--- src/rtl/tick_bcd_stopwatch.sv ---
// BCD stopwatch driven by the delay-counter tick, with run/pause, clear and lap-hold buttons.
// display shows the lap snapshot while lap hold is active, otherwise the live count.
module tick_bcd_stopwatch #(
    parameter int DIGITS = 4,
    parameter int WRAP   = 1
) (
    input  logic                  clk,
    input  logic                  rst,
    input  logic                  tick,
    input  logic                  btn_run,
    input  logic                  btn_clear,
    input  logic                  btn_lap,
    output logic [4*DIGITS-1:0]   display,
    output logic                  running,
    output logic                  lap_active,
    output logic                  overflow
);

    typedef enum logic [1:0] {
        IDLE,
        RUN,
        PAUSE
    } state_t;

    state_t              state_q;
    logic [4*DIGITS-1:0] count_q;
    logic [4*DIGITS-1:0] lapReg_q;
    logic                lapActive_q;
    logic                overflow_q;
    logic                runHist_q;
    logic                clearHist_q;
    logic                lapHist_q;

    logic [4*DIGITS-1:0] countInc;
    logic                atMax;
    logic                carry;
    logic                runPress;
    logic                clearPress;
    logic                lapPress;

    assign runPress   = btn_run   & ~runHist_q;
    assign clearPress = btn_clear & ~clearHist_q;
    assign lapPress   = btn_lap   & ~lapHist_q;

    // Ripple a +1 through the digits; a carry out of the top digit means the count is all 9s.
    always_comb begin
        carry    = 1'b1;
        countInc = count_q;
        for (int i = 0; i < DIGITS; i++) begin
            if (carry) begin
                if (count_q[4*i +: 4] == 4'd9) begin
                    countInc[4*i +: 4] = 4'd0;
                end else begin
                    countInc[4*i +: 4] = count_q[4*i +: 4] + 4'd1;
                    carry              = 1'b0;
                end
            end
        end
        atMax = carry;
    end

    always_ff @(posedge clk) begin
        if (rst) begin
            state_q     <= IDLE;
            count_q     <= '0;
            lapReg_q    <= '0;
            lapActive_q <= 1'b0;
            overflow_q  <= 1'b0;
            // A button held through reset must not register as a press.
            runHist_q   <= 1'b1;
            clearHist_q <= 1'b1;
            lapHist_q   <= 1'b1;
        end else begin
            runHist_q   <= btn_run;
            clearHist_q <= btn_clear;
            lapHist_q   <= btn_lap;
            overflow_q  <= 1'b0;
            if (clearPress) begin
                state_q     <= IDLE;
                count_q     <= '0;
                lapReg_q    <= '0;
                lapActive_q <= 1'b0;
            end else begin
                if (state_q == RUN && tick) begin
                    if (atMax) begin
                        overflow_q <= 1'b1;
                        if (WRAP != 0) begin
                            count_q <= '0;
                        end else begin
                            state_q <= PAUSE;
                        end
                    end else begin
                        count_q <= countInc;
                    end
                end

                case (state_q)
                    IDLE:    if (runPress) state_q <= RUN;
                    RUN:     if (runPress) state_q <= PAUSE;
                    PAUSE:   if (runPress) state_q <= RUN;
                    default: state_q <= IDLE;
                endcase

                // Snapshot uses the pre-increment count when a tick lands on the same edge.
                if (lapPress && state_q != IDLE) begin
                    if (!lapActive_q) begin
                        lapReg_q    <= count_q;
                        lapActive_q <= 1'b1;
                    end else begin
                        lapActive_q <= 1'b0;
                    end
                end
            end
        end
    end

    assign display    = lapActive_q ? lapReg_q : count_q;
    assign running    = (state_q == RUN);
    assign lap_active = lapActive_q;
    assign overflow   = overflow_q;

endmodule

--- config.mk ---
export PLATFORM = sky130hd
export DESIGN_NAME = tick_bcd_stopwatch
export DESIGN_NICKNAME = d
export VERILOG_FILES = /design/src/rtl/tick_bcd_stopwatch.sv
export SDC_FILE = /design/constraint.sdc
export NUM_CORES = 1
export LEC_CHECK = 0
export ABC_CLOCK_PERIOD_IN_PS = 3000
export CORE_UTILIZATION = 40
export CTS_CLUSTER_SIZE = 12
export DETAILED_ROUTE_END_ITERATION = 16
export HOLD_SLACK_MARGIN = 0.08
export SYNTH_ARGS = -nofsm -noshare
export SYNTH_HDL_FRONTEND = slang
export SYNTH_SLANG_ARGS = --single-unit
--- constraint.sdc ---
create_clock -name clk -period 3 [get_ports clk]
set_input_delay 0.6 -clock clk [delete_from_list [all_inputs] [get_ports clk]]
set_output_delay 0.6 -clock clk [all_outputs]
set_load 0.02 [all_outputs]
==> flow_summary.json <==
{
  "cts_root_buffer": "clkbuf_8",
  "syn-cell-area_sq_mm": 0.00185,
  "boundary_pin_count": 25,
  "grt.total_usage_pct": 16.3,
  "num-nets-final": 231,
  "placement.setup.worst_slack_ps": 761,
  "max-cap-violations": 0,
  "period_minus_slack_ps": 2530,
  "status": "finished, final reports clean",
  "layoutNonFillerInstCount": 270,
  "dp_hpwl_um": 2450,
  "syn_inst": 191,
  "yosysWarnings": 0,
  "syn-num-nets": 205,
  "route.detailed.vias_per_inst": 5.07,
  "antenna_violating_nets_post_route": 0,
  "most-common-layout-cells": "dfxtp_1, nor2_1, clkdlybuf4s50_1",
  "yosys-top-cells-area": "dfxtp_1, mux2i_1, mux2_2",
  "worst-setup-path-type": "reg -> out",
  "fp.dieArea_sq_mm": 0.00490,
  "insertedDiodeCount": 0,
  "die-height_um": 70.0,
  "finalHoldViolCount": 0,
  "synth_top_cell_by_area": "dfxtp_1",
  "max_freq_ghz": 0.395,
  "via_count_of_the_first_global_routing_pass": 1419,
  "finish.instance_area_sq_mm": 0.00224,
  "grt_overflow": 0,
  "slew_headroom_pct": 70.1,
  "flow.area_growth_from_synthesis_pct": 20.8,
  "postCtsResizedCells": 0,
  "final.setup_skew_ps": 1.47,
  "cts_buffers": 5,
  "post-route-drc-count": 0,
  "grt_start_max_net_pins": 32,
  "tritoncts": "done",
  "fp.coreArea_sq_mm": 0.00441,
  "worstSetupStartpointType": "flop",
  "cts_setup_buffers": 0,
  "cts-hold-fix-buffers": 0,
  "power_density_mw_per_mm2": 426,
  "cts_num_sinks": 39,
  "antenna_found_initial": 0,
  "syn_avg_cell_area_sq_um": 9.69,
  "cts.htree.levels": 2,
  "detailed_router_s_first_iteration_violation_count": 36,
  "crit_path_cell_trace": "buf_4 -> mux2_2 -> clkdlybuf4s50_1",
  "max_vdd_drop_mv": 0.228,
  "grt_first_pass_wirelength_um": 6270,
  "worstPathMaxFanout": 17,
  "die_width_um": 70.0,
  "cts.path.max_buffers": 2,
  "hold_class": "reg -> reg",
  "worstPathArrival_ps": 1930,
  "synth_top_area_share_pct": 42.2,
  "yosysSeqAreaShare_pct": 42.2,
  "initial_core_utilization_pct": 41.9,
  "ys_seq_elements": 39,
  "place_inst": 262,
  "postLayoutSetupSlackWorst_ps": 465,
  "portBuffers": 24,
  "share_of_the_clock_period_used_by_the_worst_path_pct": 84.5,
  "slowest_stage": "clkdlybuf4s50_1",
  "critical_path.n_buffers_inverters": 2,
  "crit_required_ps": 2400,
  "endpoint_kind": "output pin",
  "via_count": 1369,
  "synth_cell_type_count": 40,
  "wl_per_cell_um": 12.9,
  "rows": 24,
  "slew_viol_final": 0,
  "setup_total_negative_slack_ps": 0,
  "max_stage_delay_ps": 540,
  "dpl-instance-area_sq_mm": 0.00214,
  "layout-drive-gt1-share_pct": 15.6,
  "grt_setup_unrepaired": "no",
  "final-setup-viol-count": 0,
  "layout.cells.most_common": "dfxtp_1",
  "insertion_delay_ps": 290,
  "nFillCells": 415,
  "worst_path_dominant_cell_family": "buffers and inverters",
  "hold-worst-slack_ps": 491,
  "detail_route.wirelength_um": 3480,
  "max_slew.worst_pin.slew_ps": 445,
  "drt_first_pass_iters": 4,
  "total_leakage_power_uw": 0.000838,
  "path_clk_slew_ps": 70,
  "place_congestion": 0.745
}
flip-flops by register name (all words and copies together) (netlist names):
name         count
lapReg_q        16
lapHist_q        1
count_q         16
clearHist_q      1
overflow         1
state_q          2
lap_active       1
runHist_q        1
cells in the mapped netlist (all sizes together):
cell,instances
nor2,31
nand4,2
o21ai,7
a2111oi,1
or2,4
nand2b,2
nor2b,1
a21oi,5
xnor2,5
mux2,13
o22a,2
a21o,1
ha,8
nor3,7
a211oi,1
a22o,1
inv,8
nand4b,2
clkbuf,2
nand3,4
xor2,2
nor4,3
nand3b,5
buf,7
a22oi,1
mux2i,16
a21bo,1
dfxtp,39
and3b,1
nor3b,1
nand2,7
a311oi,1
where the power goes:
part	leakage (uW)	internal (uW)	switching, uW
registers	0.000315	521	2.78
logic	0.000471	20.8	26.8
clock network	0.0000515	210	172
total	0.000838	752	202
worst reg2reg max path: cells and delay by family (launching register included):
kind / cells / cell delay [ps]
compound gates: 1 / 60
fa+ha+maj: 1 / 230
flops: 1 / 430
simple gates: 3 / 880
cell type report:
| class | count | area, sq um | share of cell area, % |
|---|---|---|---|
| clock buffer | 8 | 100 | 4.48 |
| sequential | 39 | 781 | 34.9 |
| multi-input combinational | 135 | 990 | 44.3 |
| timing repair buffer | 28 | 270 | 12.1 |
| tap | 52 | 65.1 | 2.91 |
| inverter | 8 | 30.0 | 1.34 |
metal layers:
layer | wire, um | share of wire (%) | up-vias | track usage (%)
li1 | - | - | 711 | -
met4 | 59 | 1.7 | 0 | 7.78
met5 | 0 | 0 | - | 0
met1 | 1610 | 46 | 634 | 18.2
met2 | 1710 | 49 | 17 | 28.4
met3 | 109 | 3.1 | 7 | 4.62
per-stage QoR:
stage | utilization (%) | total power (uW)
2_1_floorplan | - | 566
3_3_place_gp | 48.4 | 582
3_5_place_dp | 48.4 | 584
4_1_cts | 50.7 | 971
5_1_grt | 50.7 | 989
6_report | 50.7 | 954
kinds of logic (layout without fill, tap and decap cells):
family                   after synthesis  count (layout)  synth area share (%)
AO/OA/AOI/OAI                         21              21                  7.37
XOR/XNOR                               7               7                  3.31
AND/OR/NAND/NOR                       70              70                  20.6
buffers and inverters                 17              44                  4.60
multiplexers                          29              29                  16.6
adder cells (fa/ha/maj)                8               8                  5.41
flip-flops                            39              39                  42.2
path summary, 6_finish.rpt:
kind                     start           end  slack, ps  cells past startpoint
hold / removal    lapReg_q[14]  lapReg_q[14]        490                      2
setup / recovery    lap_active   display[12]        470                      3
setup reg to reg    count_q[0]    count_q[9]       1290                      5
hold reg to reg   lapReg_q[14]  lapReg_q[14]        490                      2
(Power assumes the default switching activity.)
==> patch: new RTL, same flow settings <==
The 3 states of `state_t` get a one-hot encoding in 3 bits.
--- a/src/rtl/tick_bcd_stopwatch.sv
+++ b/src/rtl/tick_bcd_stopwatch.sv
@@ -16,10 +16,10 @@
     output logic                  overflow
 );
 
-    typedef enum logic [1:0] {
-        IDLE,
-        RUN,
-        PAUSE
+    typedef enum logic [2:0] {
+        IDLE  = 3'b001,
+        RUN   = 3'b010,
+        PAUSE = 3'b100
     } state_t;
 
     state_t              state_q;
Behaviour: no difference found for any inputs over 10 cycles, from zero or initial values and one cycle with rst high; not proved beyond that.
==> patch against the unedited design <==
  * Total power shrank 2.6%
  * Critical path depth is the same
  * Cell count grew 12%
  * Register-to-register slack lost 170 ps
  * Clock skew grew 4.4 ps
  * Sequential cell count grew 1
  * Non-clock buffer count is the same
  * Synthesized area grew 6.1%
  * Setup slack lost 100 ps
  * Wire length grew 5.9%
  * Design area grew 5.6%
  * Largest cell class unchanged
  * Highest routed layer unchanged
==> patch: results <==
metrics = {
    "status": {
        "outcome": "completed",
    },
    "clock_tree": {
        "cts-resized-gates": 0,
        "clock_latency_ps": 290,
    },
    "timing": {
        "finClkSkew_ps": 5.85,
        "worst_slew_pin_slew_ps": 487,
    },
    "critical_path": {
        "reg2reg_to": "count_q[15]",
        "regToRegSetupSlack_ps": 1120,
        "crit_fanout": 13,
        "slowest_stage": "dfxtp_1",
        "slowest_delay_ps": 560,
        "arrival_ps": 2040,
    },
    "place": {
        "place_ws_ps": 616,
        "gp_congestion": 0.754,
        "hpwl_mm": 2.60,
    },
    "yosys": {
        "synth_cell_types": 41,
        "yosysSeqAreaShare_pct": 40.8,
        "synth-compound-area-share_pct": 10.1,
        "synth_commonest_cells": "40 x dfxtp_1, 34 x nor2_1, 18 x mux2i_1",
        "synthMuxAreaShare_pct": 15.5,
        "synth-xor-area-share_pct": 1.78,
        "synth_fa_ha_area_share_pct": 5.10,
    },
    "pwr": {
        "worst_ir_drop_vdd_mv": 0.282,
        "p_leak_uw": 0.000838,
    },
    "grt": {
        "grt_max_degree": 20,
        "first_global_vias": 1329,
        "track_usage_pct": 15.7,
    },
    "detailed_routing": {
        "drt_iter0_drc": 56,
        "vias_per_cell": 5.02,
        "wire_per_inst_um": 12.2,
        "drt-pass1-iter-count": 4,
    },
    "finish": {
        "diodes": 0,
        "top_regs": "count_q x16, lapReg_q x16, state_q x3",
        "layout-drive-gt1-share_pct": 12.7,
        "nets": 249,
    },
    "worst_hold_path": {
        "min_from": "lapReg_q[3]",
        "min_to": "lapReg_q[3]",
        "whs_path_depth": 2,
    },
}
==> patch: how the worst max path moves through the flow <==
| stage | end | slack, ps | cells after the start |
|---|---|---|---|
| floorplan | display[0] | 1130 | 2 |
| global placement | count_q[15] | 660 | 5 |
| detailed placement | count_q[15] | 620 | 5 |
| CTS | display[10] | 350 | 3 |
| global route | display[12] | 290 | 3 |
| finish | display[10] | 360 | 3 |
==> patch: routing by layer <==
metal	wire, um	vias up	global-route usage, %
li1	-	786	-
met1	1840	706	20.2
met2	1680	21	25.3
met3	100	7	3.33
met4	70	0	7.19
met5	0	-	0
==> patch: power by group <==
part	switching, uW	internal, uW
clock	171	187
combinational	18.2	15.8
sequential	2.83	534
==> patch: stage by stage <==
stage	area (um2)	utilization (%)	instances	hold WS [ps]	total power, uW
6_report	2360	50.0	303	489	929
5_1_grt	2360	50.0	303	522	971
4_1_cts	2360	50.0	303	497	944
3_5_place_dp	2270	48.1	295	480	583
3_3_place_gp	2270	48.1	295	468	583
2_1_floorplan	1960	-	210	454	567
==> patch: worst max-delay path, delay by kind of cell, from the launching register on <==
kind / cells / cell delay (ps)
buffers and inverters: 2 / 810
DFF: 1 / 560
muxes: 1 / 370
==> patch: logic make-up (layout without fill, tap and decap cells) <==
logic type / count (synthesis) / after routing
simple gates: 81 / 81
fa+ha+maj: 8 / 8
mux: 29 / 29
xor+xnor: 4 / 4
flops: 40 / 40
compound gates: 32 / 32
buf+inv: 16 / 42
==> patch: final cells by class <==
type	instances	area [um2]
clock buffers	8	90.1
flip-flops and latches	40	801
inverters	6	22.5
repair buffers	28	270
fillers	457	2360
well taps	67	83.8
multi-input cells	154	1090
